### config.mk
export PLATFORM = sky130hd
export DESIGN_NAME = wide_add_sequencer_flat
export DESIGN_NICKNAME = d
export VERILOG_FILES = /design/src/rtl/wide_add_sequencer_if.sv /design/src/rtl/wide_add_sequencer.sv /design/src/flat_wrapper.sv
export SDC_FILE = /design/constraint.sdc
export NUM_CORES = 1
export LEC_CHECK = 0
export CELL_PAD_IN_SITES_DETAIL_PLACEMENT = 0
export CELL_PAD_IN_SITES_GLOBAL_PLACEMENT = 1
export CORE_ASPECT_RATIO = 0.6
export CORE_UTILIZATION = 39
export CTS_CLUSTER_DIAMETER = 200
export CTS_CLUSTER_SIZE = 24
export DETAILED_ROUTE_END_ITERATION = 10
export PLACE_DENSITY = 0.81
export SLEW_MARGIN = 0
export SYNTH_ARGS = -nofsm -noshare
export SYNTH_HDL_FRONTEND = slang
export SYNTH_SLANG_ARGS = --single-unit
### constraint.sdc
create_clock -name clk -period 5.5 [get_ports clk]
set_input_delay 0.55 -clock clk [delete_from_list [all_inputs] [get_ports clk]]
set_output_delay 0.55 -clock clk [all_outputs]
set_load 0.02 [all_outputs]
### src/rtl/wide_add_sequencer_if.sv
`default_nettype none
// ============================================================================
// Module      : wide_add_sequencer_if
// Description : Operand/result handshake bundle for the multi-limb adder.
// Revision    : 1.0 - initial release
// ============================================================================
interface wide_add_sequencer_if #(
    parameter int WORDS = 4
);
    localparam int c_W = 64 * WORDS;

    logic           in_valid;
    logic           in_ready;
    logic [c_W-1:0] in_a;
    logic [c_W-1:0] in_b;
    logic           in_cin;
    logic           in_sub;
    logic           out_valid;
    logic           out_ready;
    logic [c_W-1:0] out_sum;
    logic           out_cout;
    logic           out_ovf;
    logic           busy;

    modport master (
        output in_valid, in_a, in_b, in_cin, in_sub, out_ready,
        input  in_ready, out_valid, out_sum, out_cout, out_ovf, busy
    );

    modport slave (
        input  in_valid, in_a, in_b, in_cin, in_sub, out_ready,
        output in_ready, out_valid, out_sum, out_cout, out_ovf, busy
    );
endinterface
`default_nettype wire

### src/rtl/wide_add_sequencer.sv
`default_nettype none
// ============================================================================
// Module      : wide_add_limb / wide_add_sequencer
// Description : Multi-limb add/subtract, one 64-bit limb per clock, LSB first.
// Revision    : 1.0 - initial release
// ============================================================================

module wide_add_limb (
    input  logic [63:0] a_i,
    input  logic [63:0] b_i,
    input  logic        cin_i,
    output logic [63:0] s_o,
    output logic        cout_o
);
    logic [64:0] w_sum;

    assign w_sum  = {1'b0, a_i} + {1'b0, b_i} + {64'd0, cin_i};
    assign s_o    = w_sum[63:0];
    assign cout_o = w_sum[64];
endmodule

module wide_add_sequencer #(
    parameter int WORDS = 4
) (
    input  logic                 clk,
    input  logic                 rst,
    wide_add_sequencer_if.slave  bus
);
    localparam int              c_W    = 64 * WORDS;
    localparam int              c_KW   = (WORDS > 1) ? $clog2(WORDS) : 1;
    localparam logic [c_KW-1:0] c_LAST = c_KW'(WORDS - 1);

    localparam logic [1:0] c_IDLE = 2'd0;
    localparam logic [1:0] c_RUN  = 2'd1;
    localparam logic [1:0] c_DONE = 2'd2;

    logic [1:0]      state_q, state_d;
    logic [c_W-1:0]  a_q, a_d;
    logic [c_W-1:0]  b_q, b_d;
    logic [c_W-1:0]  sum_q, sum_d;
    logic            carry_q, carry_d;
    logic            cout_q, cout_d;
    logic            ovf_q, ovf_d;
    logic [c_KW-1:0] k_q, k_d;

    logic            w_accept;
    logic            w_last;
    logic [c_KW+5:0] w_base;
    logic [c_W-1:0]  w_a_shift;
    logic [c_W-1:0]  w_b_shift;
    logic [c_W-1:0]  w_mask;
    logic [c_W-1:0]  w_ins;
    logic [63:0]     w_a_limb;
    logic [63:0]     w_b_limb;
    logic [63:0]     w_s;
    logic            w_c;

    assign w_accept = (state_q == c_IDLE) && bus.in_valid;
    assign w_last   = (state_q == c_RUN) && (k_q == c_LAST);

    // Limb selection by shifting keeps the select width independent of WORDS.
    assign w_base    = {k_q, 6'b000000};
    assign w_a_shift = a_q >> w_base;
    assign w_b_shift = b_q >> w_base;
    assign w_a_limb  = w_a_shift[63:0];
    assign w_b_limb  = w_b_shift[63:0];
    assign w_mask    = c_W'(64'hFFFF_FFFF_FFFF_FFFF) << w_base;
    assign w_ins     = c_W'(w_s) << w_base;

    wide_add_limb u_limb (
        .a_i    (w_a_limb),
        .b_i    (w_b_limb),
        .cin_i  (carry_q),
        .s_o    (w_s),
        .cout_o (w_c)
    );

    always_ff @(posedge clk) begin
        if (rst) begin
            state_q <= c_IDLE;
        end else begin
            state_q <= state_d;
        end
    end

    always_comb begin
        state_d = state_q;
        case (state_q)
            c_IDLE:  if (bus.in_valid)  state_d = c_RUN;
            c_RUN:   if (w_last)        state_d = c_DONE;
            c_DONE:  if (bus.out_ready) state_d = c_IDLE;
            default:                    state_d = c_IDLE;
        endcase
    end

    always_comb begin
        bus.in_ready  = (state_q == c_IDLE);
        bus.busy      = (state_q != c_IDLE);
        bus.out_valid = (state_q == c_DONE);
    end

    always_comb begin
        a_d     = a_q;
        b_d     = b_q;
        sum_d   = sum_q;
        carry_d = carry_q;
        cout_d  = cout_q;
        ovf_d   = ovf_q;
        k_d     = k_q;
        if (w_accept) begin
            // Subtraction is A + ~B + ~borrow; sum_q deliberately keeps the old result.
            a_d     = bus.in_a;
            b_d     = bus.in_sub ? ~bus.in_b : bus.in_b;
            carry_d = bus.in_sub ^ bus.in_cin;
            k_d     = '0;
        end else if (state_q == c_RUN) begin
            sum_d   = (sum_q & ~w_mask) | w_ins;
            carry_d = w_c;
            if (w_last) begin
                cout_d = w_c;
                ovf_d  = (a_q[c_W-1] == b_q[c_W-1]) && (w_s[63] != a_q[c_W-1]);
            end else begin
                k_d = k_q + c_KW'(1);
            end
        end
    end

    always_ff @(posedge clk) begin
        if (rst) begin
            a_q     <= '0;
            b_q     <= '0;
            sum_q   <= '0;
            carry_q <= 1'b0;
            cout_q  <= 1'b0;
            ovf_q   <= 1'b0;
            k_q     <= '0;
        end else begin
            a_q     <= a_d;
            b_q     <= b_d;
            sum_q   <= sum_d;
            carry_q <= carry_d;
            cout_q  <= cout_d;
            ovf_q   <= ovf_d;
            k_q     <= k_d;
        end
    end

    assign bus.out_sum  = sum_q;
    assign bus.out_cout = cout_q;
    assign bus.out_ovf  = ovf_q;
endmodule
`default_nettype wire

### src/flat_wrapper.sv
// flat-port wrapper written by rule: the top's interface ports become plain ports
module wide_add_sequencer_flat 
#(
    parameter int WORDS = 4
)
  (clk, rst, bus_in_valid, bus_in_a, bus_in_b, bus_in_cin, bus_in_sub, bus_out_ready, bus_in_ready, bus_out_valid, bus_out_sum, bus_out_cout, bus_out_ovf, bus_busy);
  wide_add_sequencer_if #(.WORDS(WORDS)) bus_i ();
  input  logic clk;
  input  logic rst;
  input wire logic [$bits(bus_i.in_valid)-1:0] bus_in_valid;
  input wire logic [$bits(bus_i.in_a)-1:0] bus_in_a;
  input wire logic [$bits(bus_i.in_b)-1:0] bus_in_b;
  input wire logic [$bits(bus_i.in_cin)-1:0] bus_in_cin;
  input wire logic [$bits(bus_i.in_sub)-1:0] bus_in_sub;
  input wire logic [$bits(bus_i.out_ready)-1:0] bus_out_ready;
  output wire logic [$bits(bus_i.in_ready)-1:0] bus_in_ready;
  output wire logic [$bits(bus_i.out_valid)-1:0] bus_out_valid;
  output wire logic [$bits(bus_i.out_sum)-1:0] bus_out_sum;
  output wire logic [$bits(bus_i.out_cout)-1:0] bus_out_cout;
  output wire logic [$bits(bus_i.out_ovf)-1:0] bus_out_ovf;
  output wire logic [$bits(bus_i.busy)-1:0] bus_busy;
  assign bus_i.in_valid = bus_in_valid;
  assign bus_i.in_a = bus_in_a;
  assign bus_i.in_b = bus_in_b;
  assign bus_i.in_cin = bus_in_cin;
  assign bus_i.in_sub = bus_in_sub;
  assign bus_i.out_ready = bus_out_ready;
  assign bus_in_ready = bus_i.in_ready;
  assign bus_out_valid = bus_i.out_valid;
  assign bus_out_sum = bus_i.out_sum;
  assign bus_out_cout = bus_i.out_cout;
  assign bus_out_ovf = bus_i.out_ovf;
  assign bus_busy = bus_i.busy;
  wide_add_sequencer #(.WORDS(WORDS)) u_core (.clk(clk), .rst(rst), .bus(bus_i));
endmodule
After elaboration in Yosys (flattened, before gate mapping). Cells that the tools add are included.

Output and inout bits: 261. Bits in latches: 0. Memory bits (writable): 0. Bits in registers: 775. Memories: 0. Input bits: 518. Memory bits (read-only): 0.

Shifts and indexed selects: 4. Bitwise gates (word level): 7. Divide/modulo/power cells: 0. $mul: 0. Order comparisons: 0. Mux-type cells: 7. Reductions and logical operators: 11. Eq/ne operators: 8. Add/sub/neg operators: 3.

Operators by type and width (count): 256-bit inverter (2); 256-bit by 8-bit >> shifter with 64-bit output (2); 256-bit AND (1); 256-bit two-way mux (1); 256-bit bitwise OR (1); 64-bit by 8-bit << shifter with 256-bit output (1); 64-bit by 8-bit << shifter with 256-bit output (first input constant) (1); 64-bit by 64-bit adder with 65-bit output (1); 65-bit by 1-bit adder with 65-bit output (1); 2-bit two-way mux (3); 2-bit one-hot mux with 3 select lines (1); 3-bit AND reduction (2); 2-bit == test (second input constant) (2); 2-bit inequality test (second input constant) (2); 2-bit AND reduction (2); 2-bit nonzero test (2); 1-bit logical AND (3); 2-bit by 1-bit adder with 2-bit output (second input constant) (1); 2-bit by 1-bit == test with 1-bit output (second input constant) (1); 2-bit logical NOT (1); 1-bit two-way mux (2); 2-bit by 1-bit inequality test with 1-bit output (second input constant) (1); 1-bit inverter (2); 2-bit OR reduction (1); other kinds (3) (3).

Depth between registers and ports, before layout.
Word-level depth: 5. Depth in mapped cells: 17. Depth with buffers taken out: 12.

By module. A second synthesis with hierarchy kept.

Cells, all modules: 2808. Area, all modules: 33393.3 um^2.

By module, submodules not included: wide_add_sequencer (area each 29637.2 um^2, times used 1, cells an instance 2271); wide_add_limb (area each 3756.1 um^2, times used 1, cells an instance 537).

Worst setup path before layout. No wires, ideal clock.

Path type: reg-to-reg. Start point: register u_core.k_q[1]. End point: register u_core.sum_q[253], in the netlist u_core.bus.out_sum[253]. Required time: 5.383 ns. Period minus slack after synthesis: 4.641 ns. Arrival time: 4.524 ns. Cell stages (with the launch flop): 16. Slack: 0.859 ns. Path through: dfxtp_1 > clkbuf_1 > buf_1 > buf_1 > mux4_2 > ha_1 > clkbuf_1 > a21o_1 > a21o_1 > a21o_1 > a311oi_1 > o21ai_1 > nor2b_1 > o211a_1 > or3_4 > a32o_1.

Word-level cells in the longest chain between the ends: 5. Elaborated cells between the ends (all ways): 9.

RTL lines: start: declaration (RTL line wide_add_sequencer.sv:44) `logic [c_KW-1:0] k_q, k_d;`; start signal: assignment (RTL line wide_add_sequencer.sv:144) `k_q <= k_d;`; 256-bit by 8-bit >> shifter with 64-bit output (on tied branches) (RTL line wide_add_sequencer.sv:63, wide_add_sequencer.sv:64); 64-bit by 64-bit adder with 65-bit output (RTL line wide_add_sequencer.sv:17) `assign w_sum = {1'b0, a_i} + {1'b0, b_i} + {64'd0, cin_i};`; 65-bit by 1-bit adder with 65-bit output (RTL line wide_add_sequencer.sv:17); 64-bit by 8-bit << shifter with 256-bit output (RTL line wide_add_sequencer.sv:68) `assign w_ins = c_W'(w_s) << w_base;`; 256-bit bitwise OR (*) (RTL line wide_add_sequencer.sv:117) `sum_d = (sum_q & ~w_mask) | w_ins;`; end signal: assignment (RTL line wide_add_sequencer.sv:140) `sum_q <= sum_d;`; end: declaration (RTL line wide_add_sequencer.sv:40) `logic [c_W-1:0] sum_q, sum_d;`.

Mark *: on every way between the ends. The rest lies on a longest branch, timed or not. A chain may end at the register's enable or synchronous reset.

Worst setup path in the final report.
Start point: register u_core.k_q[0]. End point: register u_core.sum_q[117], in the netlist u_core.bus.out_sum[117].

Same word-level chain as after synthesis.

==> metrics.cfg <==
[run_status]
status=finished clean

[floorplan]
coreArea_mm2=0.08403
ioPinCount=779
die_area_mm2=0.08671
start_util_pct=39.68
die_w_um=379.5
die_h_um=228.5
rows=82

[cts]
cts_setup_buffers=0
clock-sinks=775
cts_hold_buf=0
clkLatencyLatePin_ns=0.62
clockBufferDepth=3
clk_pin_slew_ns=0.10
cts_tree=built
clock-root-buffer=clkbuf_16
numCtsBuffers=38
htreeDepth=2
cts-resized-gates=0

[drt]
vias=27630
first_pass_iters=6
antenna_left=0
drtIter0Drc=2847
post_drt_wl_per_cell_um=26.30
viasPerCell=5.764
wirelength_um=126000
drc=0

[timing]
tns_ns=0
fmax_mhz=189.5
skew_ns=0.03714
post-route-min-period_ns=5.278
grt_setup_unrepaired=no
finalWorstSetupSlack_ns=0.2223
max_slew_margin_pct=21.55
hold_viol=0
tightest_slew_ns=1.168
fin_crit_sh_pct=95.96
setup_violations=0
maxSlewViolCount=0

[placement]
place.gp.congestion=0.9192
hpwl_um=96230
portBuffers=778
post-place-ws_ns=0.1988

[setup_path]
r2r_slack_ns=0.22
cp_max_fo=27
crit-reg2reg-capture=u_core.bus.out_sum[117]$_SDFFE_PP0P_
setup.worst_path.start=u_core.k_q[0]$_SDFFE_PP0P_
arrival_ns=5.83
endpoint=u_core.bus.out_sum[117]$_SDFFE_PP0P_
cp-end-kind=flip-flop
reg2reg_depth=12
worstReg2RegStart=u_core.k_q[0]$_SDFFE_PP0P_
crit_type=flip-flop to flip-flop
critPathRequiredTime_ns=6.05
startpoint_type=flip-flop

[final_layout]
syn_to_final_growth_pct=30.14
fin_nets=4231
fillers=7430
drive_gt1_share_pct=7.899

[synth]
synth_xor_area_share_pct=8.090
synth_flop_cell=dfxtp_1
synthAdderAreaFrac_pct=2.634
yosysSeqAreaShare_pct=46.53
syn_inst=3018
synth_top_family_by_area=compound AO/OA/AOI/OAI gates
synth_edf_count=0
yosys_warnings=0
ys_async_sr_fraction_pct=0
synth_area_leaders=dfxtp_1 47%, a22o_1 16%, mux4_2 8.6%
synth-simple-area-share_pct=5.295
netlist-cell-type-count=73
muxShareOfSynthArea_pct=8.735
synth.cell_area_mm2=0.03334
synth_top_cell_area_share_pct=46.53
synth_top_area_cell=dfxtp_1
synth-compound-area-share_pct=25.34
synth_fp_nets=3605
synth_seq_cells=775
synth.avg_cell_area_um2=11.05

[grt]
antenna_found_initial=30
overflow=0
grt_pass1_wl_um=182200
grt_pass1_vias=25990
grt_max_degree=159
track_usage_pct=28.10

[power_and_ir_drop]
ir_drop_mv=0.2034
p_per_area_mw_per_mm2=268.1
p_leak_uw=0.01675

[job]
max_cap_viol_count=0

[min_path]
worstHoldPathType=input port to flip-flop

[power by group]
group / internal [uW] / total [uW] / switching, uW / leakage, uW
sequential: 5910 / 6100 / 188 / 0.00633
combinational: 1050 / 2340 / 1290 / 0.00993
clock: 1290 / 3190 / 1900 / 0.000496
[metal layers]
| metal | GRT usage [%] | wire length [um] | vias up |
|---|---|---|---|
| met5 | 0 | 138 | - |
| met4 | 4.385 | 1338 | 22 |
| met3 | 5.854 | 10390 | 100 |
| met2 | 39.88 | 52640 | 1157 |
| met1 | 43.74 | 61540 | 13650 |
| li1 | - | - | 12700 |
[registers in the layout (all words and copies together) (netlist names)]
| register | flops |
|---|---|
| u_core.a_q | 256 |
| u_core.b_q | 256 |
| u_core.bus.out_cout | 1 |
| u_core.bus.out_ovf | 1 |
| u_core.bus.out_sum | 256 |
| u_core.carry_q | 1 |
| u_core.k_q | 2 |
| u_core.state_q | 2 |
[cells in the mapped netlist, drive strengths merged (10+ instances only)]
| cell | instances |
|---|---|
| xor2 | 278 |
| a22o | 628 |
| inv | 27 |
| a21o | 38 |
| nor2 | 177 |
| a21oi | 96 |
| a22oi | 113 |
| nor4 | 10 |
| o21bai | 17 |
| a31oi | 18 |
| nand3 | 29 |
| xnor2 | 30 |
| ha | 67 |
| nor3 | 25 |
| clkbuf | 247 |
| dfxtp | 775 |
| nor2b | 12 |
| nand2 | 75 |
| nand4 | 26 |
| mux4 | 128 |
| o31ai | 12 |
| o21ai | 49 |
| buf | 24 |
[cells in the final DEF (no fill, tap or decap), types with 27 or more instances in the layout]
cell type,netlist,routed
a21oi_1,91,87
a22oi_1,113,113
a22o_1,628,628
a21o_1,38,38
o21ai_0,33,33
clkbuf_16,0,39
mux4_2,128,128
ha_1,67,67
nor2_1,177,171
dfxtp_1,775,773
xnor2_1,30,29
xor2_1,278,278
inv_1,27,27
nand3_1,29,29
clkdlybuf4s50_1,0,776
nand2_1,75,75
buf_4,0,70
[metrics by stage]
step           area [um2]  cells  hold slack (ns)  power (uW)  util (%)
6_report            43390   4793           0.4582       11630     51.64
2_1_floorplan       33340   3018           0.4437        7373         -
3_5_place_dp        42350   4738           0.4470        8530     50.39
5_1_grt             43380   4788           0.4777       12070     51.63
4_1_cts             43350   4780           0.4370       11660     51.59
3_3_place_gp        42350   4738           0.4446        8517     50.39
[worst max-delay path, cell delays in order (launching register included)]
cell	delay [ns]
dfxtp_4	0.75
buf_4	0.44
mux4_2	0.58
ha_1	0.48
nand4_1	0.26
o221ai_1	0.35
a31oi_2	0.14
o31ai_4	0.38
a211o_1	0.32
and4_4	0.28
o41ai_1	0.06
nor3_1	0.88
a22o_1	0.24
[how the worst min path moves through the flow]
stage	startpoint	endpoint	depth (start not counted)
5_1_grt	rst	u_core.bus.out_sum[6]$_SDFFE_PP0P_	2
3_3_place_gp	u_core.bus.out_sum[109]$_SDFFE_PP0P_	u_core.bus.out_sum[109]$_SDFFE_PP0P_	2
4_1_cts	rst	u_core.bus.out_sum[2]$_SDFFE_PP0P_	2
3_5_place_dp	u_core.bus.out_sum[109]$_SDFFE_PP0P_	u_core.bus.out_sum[109]$_SDFFE_PP0P_	2
6_report	rst	u_core.bus.out_sum[68]$_SDFFE_PP0P_	2
2_1_floorplan	u_core.a_q[128]$_SDFFE_PP0P_	u_core.a_q[128]$_SDFFE_PP0P_	1
[kinds of logic after synthesis]
| family | Yosys count |
|---|---|
| and+or+nand+nor | 388 |
| adders and majority gates | 69 |
| buffers and inverters | 298 |
| DFF | 775 |
| AOI/OAI and AO/OA | 1049 |
| muxes | 131 |
| xor gates and xnor gates | 308 |
[final cells by class]
cell class,count,area (um2),share of cell area [%]
multi-input combinational,1945,16800,38.72
sequential,775,15520,35.77
timing repair buffer,857,8508,19.61
tap,1134,1419,3.270
clock buffer,40,979.7,2.258
inverter,27,101.3,0.2336
antenna,13,32.53,0.07497
clock inverter,2,28.78,0.06632
No activity file was read; power rests on OpenSTA's default activity.
